$ cat src/rtl/multicycle_adder_flags.sv
// Chunk-serial add/subtract with ALU flags: CHUNK bits per clock, start/busy/done handshake.
// Optional saturation on signed overflow is built when ADDER_SATURATE_EN is defined.
module multicycle_adder_flags #(
    parameter int WIDTH = 16,
    parameter int CHUNK = 4
) (
    input  logic             clk,
    input  logic             rst,
    input  logic             start,
    input  logic             sub,
    input  logic [WIDTH-1:0] A,
    input  logic [WIDTH-1:0] B,
    output logic             busy,
    output logic             done,
    output logic [WIDTH-1:0] S,
    output logic             Overflow,
    output logic             Carry,
    output logic             Zero,
    output logic             Negative
);

    localparam int N     = WIDTH / CHUNK;
    localparam int CNT_W = (N > 1) ? $clog2(N) : 1;

    typedef enum logic [1:0] {
        ST_IDLE,
        ST_RUN,
        ST_DONE
    } state_t;

    state_t             state_q, state_d;
    logic [CNT_W-1:0]   cnt_q, cnt_d;
    logic [WIDTH-1:0]   opa_q, opa_d;
    logic [WIDTH-1:0]   opb_q, opb_d;
    logic               carry_q, carry_d;
    logic [WIDTH-1:0]   partial_q, partial_d;
    logic [WIDTH-1:0]   s_q, s_d;
    logic               ovf_q, ovf_d;
    logic               cout_q, cout_d;
    logic               zero_q, zero_d;
    logic               neg_q, neg_d;

    int unsigned        idx;
    logic [CHUNK-1:0]   chunk_a;
    logic [CHUNK-1:0]   chunk_b;
    logic [CHUNK-1:0]   chunk_p;
    logic               chunk_c;
    logic               c_msb_in;
    logic               raw_ovf;
    logic [WIDTH-1:0]   sum_full;

    // Ripple through the active chunk; the carry entering its top bit is kept so
    // the last chunk yields the carry into the operand MSB for overflow.
    always_comb begin : chunk_adder
        logic c;
        idx      = 32'(cnt_q) * CHUNK;
        chunk_a  = opa_q[idx +: CHUNK];
        chunk_b  = opb_q[idx +: CHUNK];
        chunk_p  = '0;
        c        = carry_q;
        c_msb_in = carry_q;
        for (int unsigned j = 0; j < CHUNK; j++) begin
            chunk_p[j] = chunk_a[j] ^ chunk_b[j] ^ c;
            if (j == CHUNK - 1) begin
                c_msb_in = c;
            end
            c = (chunk_a[j] & chunk_b[j]) | (c & (chunk_a[j] ^ chunk_b[j]));
        end
        chunk_c = c;
    end

    always_comb begin : next_state
        state_d   = state_q;
        cnt_d     = cnt_q;
        opa_d     = opa_q;
        opb_d     = opb_q;
        carry_d   = carry_q;
        partial_d = partial_q;
        s_d       = s_q;
        ovf_d     = ovf_q;
        cout_d    = cout_q;
        zero_d    = zero_q;
        neg_d     = neg_q;
        raw_ovf   = 1'b0;
        sum_full  = partial_q;

        case (state_q)
            ST_IDLE, ST_DONE: begin
                if (start) begin
                    opa_d     = A;
                    opb_d     = sub ? ~B : B;
                    carry_d   = sub;
                    partial_d = '0;
                    cnt_d     = '0;
                    state_d   = ST_RUN;
                end else if (state_q == ST_DONE) begin
                    state_d = ST_IDLE;
                end
            end
            ST_RUN: begin
                partial_d[idx +: CHUNK] = chunk_p;
                carry_d                 = chunk_c;
                cnt_d                   = cnt_q + 1'b1;
                if (cnt_q == CNT_W'(N - 1)) begin
                    sum_full = partial_d;
                    raw_ovf  = c_msb_in ^ chunk_c;
                    s_d      = sum_full;
`ifdef ADDER_SATURATE_EN
                    if (raw_ovf) begin
                        s_d = opa_q[WIDTH-1] ? {1'b1, {(WIDTH-1){1'b0}}}
                                             : {1'b0, {(WIDTH-1){1'b1}}};
                    end
`endif
                    ovf_d   = raw_ovf;
                    cout_d  = chunk_c;
                    zero_d  = (s_d == '0);
                    neg_d   = s_d[WIDTH-1];
                    cnt_d   = '0;
                    state_d = ST_DONE;
                end
            end
            default: state_d = ST_IDLE;
        endcase
    end

    always_ff @(posedge clk) begin
        if (rst) begin
            state_q   <= ST_IDLE;
            cnt_q     <= '0;
            opa_q     <= '0;
            opb_q     <= '0;
            carry_q   <= 1'b0;
            partial_q <= '0;
            s_q       <= '0;
            ovf_q     <= 1'b0;
            cout_q    <= 1'b0;
            zero_q    <= 1'b0;
            neg_q     <= 1'b0;
        end else begin
            state_q   <= state_d;
            cnt_q     <= cnt_d;
            opa_q     <= opa_d;
            opb_q     <= opb_d;
            carry_q   <= carry_d;
            partial_q <= partial_d;
            s_q       <= s_d;
            ovf_q     <= ovf_d;
            cout_q    <= cout_d;
            zero_q    <= zero_d;
            neg_q     <= neg_d;
        end
    end

    assign busy     = (state_q == ST_RUN);
    assign done     = (state_q == ST_DONE);
    assign S        = s_q;
    assign Overflow = ovf_q;
    assign Carry    = cout_q;
    assign Zero     = zero_q;
    assign Negative = neg_q;

endmodule

$ cat config.mk
export PLATFORM = sky130hd
export DESIGN_NAME = multicycle_adder_flags
export DESIGN_NICKNAME = d
export VERILOG_FILES = /design/src/rtl/multicycle_adder_flags.sv
export SDC_FILE = /design/constraint.sdc
export NUM_CORES = 1
export LEC_CHECK = 0
export BUFFER_PORTS_ARGS = -buffer_cell sky130_fd_sc_hd__buf_2
export CAP_MARGIN = 20
export CORE_MARGIN = 2
export CORE_UTILIZATION = 31
export DETAILED_ROUTE_END_ITERATION = 10
export SYNTH_ARGS = -nofsm -noshare
export SYNTH_HDL_FRONTEND = slang
export SYNTH_SLANG_ARGS = --single-unit
$ cat constraint.sdc
create_clock -name clk -period 3.85 [get_ports clk]
set_clock_uncertainty 0.1 [all_clocks]
set_input_delay 0.77 -clock clk [delete_from_list [all_inputs] [get_ports clk]]
set_output_delay 0.77 -clock clk [all_outputs]
set_load 0.005 [all_outputs]
# ---- After elaboration in Yosys (flattened, before gate mapping)
# Cells that the tools add are included.
dict set report totals {
  word_cells 66
  input_bits 36
  ff_bits 73
  latch_bits 0
  ramBits 0
  mem_bits_ro 0
  mem_count 0
  output_inout_bits 22
}
dict set report classes {
  mul 0
  bitwise_logic 22
  n_addsub 2
  div 0
  n_eq_ne 6
  shifts 4
  order_cmp 0
  muxes 13
  reduce_logical 8
}
# cell n
set ops {}
lappend ops {{$neg 4->34} 1}
lappend ops {{$shift 4x34->16 const A} 1}
lappend ops {{$shiftx 4x34->16} 1}
lappend ops {{$mux 16} 2}
lappend ops {{$pmux 16 s2} 1}
lappend ops {{$shiftx 16x5->4} 2}
lappend ops {{$bwmux 16} 1}
lappend ops {{$logic_not 16->1} 1}
lappend ops {{$not 16->16} 1}
lappend ops {{$mux 2} 5}
lappend ops {{$xor 1x1->1} 9}
lappend ops {{$and 1x1->1} 8}
lappend ops {{$pmux 2 s2} 2}
lappend ops {{$reduce_and 2->1} 4}
lappend ops {{$eq 2x2->1 const B} 2}
lappend ops {{$or 1x1->1} 4}
lappend ops {{$ne 3x3->1 const B} 1}
lappend ops {{$add 2x1->2 const B} 1}
lappend ops {{$eq 2x1->1 const B} 1}
lappend ops {{$logic_not 2->1} 1}
lappend ops {{$ne 2x1->1 const B} 1}
lappend ops {{$ne 2x2->1 const B} 1}
lappend ops {{$pmux 1 s2} 1}
lappend ops {{$reduce_bool 2->1} 1}
lappend ops {{2 further kinds} 2}

# ---- Depth between registers and ports, before layout
# Gate-level depths: netlist of run 1.
dict set report logic_depth {
  depth_word 12
  depth_mapped 15
  depth_no_buf 13
}

# ---- Least setup slack after synthesis of run 1
# Ideal clock, no wire load.
dict set report synth_timing {
  path_kind {flip-flop to flip-flop}
  start {register cnt_q[0]}
  end {register zero_q (netlist: Zero)}
  path_stages_with_launch 16
  setup_ns 0.070
  period_less_slack_ns 3.718
  n_path_buf 2
  required_ns 3.680
  slack_ns 0.132
  arrival_ns 3.547
  path_cell_list {dfxtp_1 buf_6 buf_2 mux4_2 inv_1 fa_1 inv_1 fa_1 inv_1 fa_1 fa_1 inv_1 a31oi_1 nand4_1 or4_1 a21oi_1}
}
dict set report synth_via {
  elab_chain_len 12
  elab_cells_between_ends 26
  cone_classes {1 x add/sub; 1 x eq/ne; 4 x shift; 1 x mux; 17 x bitwise; 2 x reduce/logical}
}
# element line
set synth_rtl {}
lappend synth_rtl {{start, declared} 32} ;# logic [CNT_W-1:0] cnt_q, cnt_d;
lappend synth_rtl {{start signal, assigned} 141} ;# cnt_q <= cnt_d;
lappend synth_rtl {{$shiftx 16x5->4 (on tied branches)} {57, 58}}
lappend synth_rtl {{$xor 1x1->1} {63, 67}}
lappend synth_rtl {{$and 1x1->1} 67} ;# c = (chunk_a[j] & chunk_b[j]) | (c & (chunk_a[j] ^ chunk_b[j]));
lappend synth_rtl {{$or 1x1->1} 67}
lappend synth_rtl {{$and 1x1->1} 67}
lappend synth_rtl {{$or 1x1->1} 67}
lappend synth_rtl {{$and 1x1->1} 67}
lappend synth_rtl {{$or 1x1->1} 67}
lappend synth_rtl {{$xor 1x1->1} 63} ;# chunk_p[j] = chunk_a[j] ^ chunk_b[j] ^ c;
lappend synth_rtl {{$shiftx 4x34->16} 101} ;# partial_d[idx +: CHUNK] = chunk_p;
lappend synth_rtl {{$bwmux 16} 101}
lappend synth_rtl {{$logic_not 16->1} 116} ;# zero_d = (s_d == '0);
lappend synth_rtl {{end signal, assigned} 149} ;# zero_q <= zero_d;
lappend synth_rtl {{end, declared} 40} ;# logic zero_q, zero_d;
# Several ways; a longest one is shown, not always the timed one.
# A chain may end at the register's enable or synchronous reset.

# ---- Worst setup path after layout of run 1
# Same ends and word-level chain as after synthesis.

==> reports/results.ini, run 1 <==
[status]
status = completed

[worst_setup_path]
cp.arrival_ns = 3.78
cp-end-kind = register
crit-reg2reg-launch = cnt_q[0]
worst-path-max-fanout = 4
critPathKind = register to register
critPathLaunchType = register
worstPathRequired_ns = 4.03
setup.worst_path.start = cnt_q[0]

[grt]
grt_first_pass_wirelength_um = 12600
grt_antenna_before_repair = 0
first_global_vias = 2635
grt.total_usage = 0.139
globalRoute.totalOverflow = 0
grt_max_degree = 51

[layout]
final_design_area_no_fill_um2 = 3930
final.fill_count = 1070
layout.cells.most_common = nor2_1
n_antenna_cell = 0
layout.area.seq_um2 = 1440
multiInputGateArea_um2 = 1680
design.final.nets = 475
area_growth_pct = 19.1
drive_above_1_share = 0.212
mostFrequentLayoutCells = nor2_1 (74), dfxtp_1 (72), buf_2 (57)

[power]
irDropWorstVdd_mv = 0.187
power_density_nw_per_um2 = 432
leakage_uw = 0.00154
p_total_uw = 1700

[synthesis]
instance_count_of_the_mapped_netlist = 382
synthTopCellsByArea = dfxtp_1 (44%), nor2_1 (8.4%), a211oi_1 (7.5%)
synth_largest_type_area_fraction = 0.437
synth.yosys.warnings = 0
synth.net_count = 428
synth_area_leader_cell = dfxtp_1
post_synth.cell_area_avg_um2 = 8.64
mappedNetlistArea_um2 = 3300
yosys_register_bits = 72
register_area_share_after_synthesis = 0.437
yosys.cell_types.count = 31

[clocking]
cts-resized-gates = 0
hold_buffers = 0
insertion_delay_ns = 0.35
postCtsSetupRepairBufs = 0
cts_root_buffer = clkbuf_8
clk_path_buf_depth = 2
clock_tree.htree_level_count = 3
tritoncts = built
worst_setup_hold_path_clk_slew_ns = 0.08
cts_sinks = 72
cts_inserted_buffers = 9

[detailed_routing]
initialDrtViolationCount = 131
vias = 2760
avgRoutedWirePerCell_um = 13.2
wl_um = 7540
drc = 0
drtPass1Iterations = 5
route.detailed.vias_per_inst = 4.84
drtAntennaViolNets = 0

[timing]
setup_tns_ns = 0
grt_setup_unrepaired = no
min_period_over_period = 0.934
hold_viol = 0
timing.hold.ws_ns = 0.359
timing.max_slew.rel_slack = 0.477
tightest_pin_transition_ns = 0.785
finalSetupViolCount = 0
slew_violations = 0
timing.final.crit_period_ns = 3.60
fmax_mhz = 278

[floorplan]
std_cell_rows = 37
core_region_area_um2 = 10300
initial_util = 0.320
floorplan.die.height_um = 107
design.die.area_um2 = 11500
ioPinCount = 58
die_width_um = 107

[placed_design]
placement.io_buffers = 57
post_dp_cell_area_um2 = 3710
gp_congestion = 0.864
post-dp-hpwl_um = 5390

[min_path]
worst_hold_startpoint = opa_q[10]
hold_path.class = register to register

[job]
max_cap_viol_count = 0

-- Yosys cell counts, drive strengths merged --
master	number
a211oi	33
a21oi	35
a221oi	1
a22oi	1
a311oi	1
a31oi	13
and2	1
and3b	1
buf	7
clkbuf	24
dfxtp	72
fa	4
ha	6
inv	15
mux2i	2
mux4	8
nand2	33
nand2b	3
nand3	1
nand3b	1
nand4	4
nor2	74
nor2b	16
nor3	2
nor3b	4
nor4b	2
or4	1
xnor2	17
-- critical path, cell delays in order, from the launching register on --
cell and delay, ns:
dfxtp_1 0.36, mux4_2 0.34, inv_1 0.05, fa_1 0.37, inv_1 0.07, fa_1 0.16
inv_1 0.05, fa_1 0.42, fa_1 0.50, inv_1 0.08, a31oi_1 0.24, nand4_1 0.12
or4_1 0.52, a21oi_1 0.16
-- flip-flops by register name (all words and copies together) (netlist names), 2 cells and up --
register	flops
S	16
cnt_q	2
opa_q	16
opb_q	16
partial_q	16
state_q	2
-- stage by stage --
stage          instances  worst slack (ns)  utilization
2_1_floorplan        382             0.132            -
3_3_place_gp         554             0.346        0.359
3_5_place_dp         554             0.280        0.359
4_1_cts              570             0.257        0.381
5_1_grt              570            0.0142        0.381
6_report             570             0.255        0.381
-- area by class of cell --
class,count,share of cell area
sequential,72,0.366
timing repair buffer,67,0.0916
multi-input combinational,264,0.427
clock inverter,7,0.0261
clock buffer,9,0.0315
tap,136,0.0433
inverter,15,0.0143
-- cells by family after synthesis --
logic type | after synthesis | share of synthesized area
and+or+nand+nor | 143 | 0.193
AOI/OAI and AO/OA | 84 | 0.160
DFF | 72 | 0.437
buffers and inverters | 46 | 0.0572
xor gates and xnor gates | 17 | 0.0451
muxes | 10 | 0.0606
adders and majority gates | 10 | 0.0470
-- final timing paths --
kind                     to  slack [ns]  depth (start not counted)
setup / recovery       Zero        0.25                         13
hold / removal    opa_q[10]        0.36                          2
setup reg to reg       Zero        0.25                         13
hold reg to reg   opa_q[10]        0.36                          2
-- where the power goes --
group	switching, uW	internal, uW
clock network	303	371
logic	136	95.3
registers	17.6	775
total	457	1240
-- per-layer routing --
| metal | routed length, um | GRT usage | vias to the layer above |
|---|---|---|---|
| met1 | 3640 | 0.186 | 1284 |
| met2 | 3340 | 0.217 | 70 |
| li1 | - | - | 1393 |
| met3 | 417 | 0.0334 | 13 |
| met4 | 135 | 0.0547 | 0 |
| met5 | 0 | 0 | - |
No activity file was read; power rests on OpenSTA's default activity.
==> run 2, diff against run 1 <==
CORE_UTILIZATION = 50   (was 31)
PLACE_DENSITY = 0.75   (was not set)
==> run 2 against run 1 <==
Compared with the run above:
- non-clock buffer count is 2 lower
- critical endpoint unchanged
- highest routed layer unchanged
- clock-buffer cell count is 4 higher
- utilization is 23 points higher
==> reports/results.ini, run 2 (synthesis gave the netlist of run 1 again) <==
[detailed_routing]
initialDrtViolationCount = 148
drtAntennaViolNets = 0
drc = 0
drtPass1Iterations = 4
wl_um = 7230
route.detailed.vias_per_inst = 5.46
vias = 2774
avgRoutedWirePerCell_um = 14.2

[worst_setup_path]
reg2reg_depth = 13
critPathLaunchType = register
critPathKind = register to register
worstPathRequired_ns = 4.04
cp-end-kind = register
worst-path-max-fanout = 4
cp.arrival_ns = 3.80

[timing]
slew_violations = 0
timing.final.crit_period_ns = 3.61
setup_tns_ns = 0
tightest_pin_transition_ns = 0.846
grt_setup_unrepaired = no
hold_viol = 0
min_period_over_period = 0.937
timing.max_slew.rel_slack = 0.436
finalSetupViolCount = 0
fmax_mhz = 277

[floorplan]
design.die.area_um2 = 7270
floorplan.die.height_um = 85.3
die_width_um = 85.3
ioPinCount = 58
initial_util = 0.517
core_region_area_um2 = 6390
std_cell_rows = 29

[layout]
utilization = 0.611
layout.cells.most_common = nor2_1
design.final.nets = 473
mostFrequentLayoutCells = nor2_1 (74), dfxtp_1 (72), buf_2 (57)
final.fill_count = 550
drive_above_1_share = 0.218
area_growth_pct = 18.1
final_cell_count_no_fill = 508
n_antenna_cell = 0

[placed_design]
post-place-cells = 493
placement.io_buffers = 57
gp_congestion = 0.851
post-dp-hpwl_um = 4930

[grt]
groute.layer.met2.usage = 0.310
grt.busiest_layer = met2
first_global_vias = 2514
global_route.usage.met3 = 0.0593
met1_usage = 0.282
grt.total_usage = 0.207
grt_antenna_before_repair = 0
grt_first_pass_wirelength_um = 11900
globalRoute.totalOverflow = 0
grt_max_degree = 51

[clocking]
hold_buffers = 0
clock_tree.htree_level_count = 3
cts_root_buffer = clkbuf_8
cts_inserted_buffers = 9
tritoncts = built
cts_sinks = 72
insertion_delay_ns = 0.35
clk_path_buf_depth = 2
worst_setup_hold_path_clk_slew_ns = 0.08

[power]
clock_power_share = 0.409
swShare = 0.250
power.switching_uw = 435
power_density_nw_per_um2 = 445
leakage_uw = 0.00155
power_frac_seq = 0.457
internal-power_uw = 1300
irDropWorstVdd_mv = 0.292
combinational_group_share_of_total_power = 0.134

[min_path]
min_path_cells = 2
hold_path.class = register to register

[status]
status = completed

[job]
max_cap_viol_count = 0

[run 2: critical path, stage by stage (launching register included)]
cell     delay (ns)
dfxtp_1        0.36
mux4_2         0.34
inv_1          0.05
fa_1           0.38
inv_1          0.08
fa_1           0.16
inv_1          0.05
fa_1           0.42
fa_1           0.52
inv_2          0.08
a31oi_4        0.18
nand4_1        0.14
or4_1          0.54
a21oi_1        0.16
[run 2: final timing paths]
check	from	endpoint	slack, ns
worst max register to register	cnt_q[0]	Zero	0.24
worst min register to register	opa_q[14]	opa_q[14]	0.36
worst max-delay path	cnt_q[0]	Zero	0.24
worst min-delay path	opa_q[14]	opa_q[14]	0.36
[run 2: area by class of cell]
class,instances,area [um^2],share of cell area
timing repair buffer,65,345,0.0885
clock inverter,2,60.1,0.0154
clock buffer,13,179,0.0459
inverter,15,56.3,0.0144
tap,77,96.3,0.0247
sequential,72,1440,0.370
multi-input combinational,264,1720,0.441
[run 2: per-stage QoR]
stage	hold WS (ns)	total power (uW)	worst slack, ns	area, um^2
after global routing	0.382	1810	0.0358	3900
final	0.359	1740	0.242	3900
after CTS	0.359	1730	0.223	3860
after floorplan	0.333	969	0.132	3300
after global placement	0.344	1030	0.380	3620
after detailed placement	0.348	1030	0.224	3620
[run 2: timing repair]
action                                  4_1_cts  5_1_grt
buffers inserted                              0        0
endpoints found under the setup margin        0        1
gates resized for setup                       0        7
[run 2: power by group through the flow]
| stage | registers [uW] | logic, uW | clock network, uW |
|---|---|---|---|
| floorplan | 804 | 165 | 0 |
| global placement | 808 | 219 | 0 |
| detailed placement | 810 | 222 | 0 |
| CTS | 793 | 223 | 717 |
| global route | 796 | 260 | 755 |
| finish | 793 | 233 | 711 |
[run 2: routing by layer]
layer / up-vias / share of wire
li1: 1388 / -
met1: 1255 / 0.46
met2: 111 / 0.45
met3: 20 / 0.059
met4: 0 / 0.027
met5: - / 0
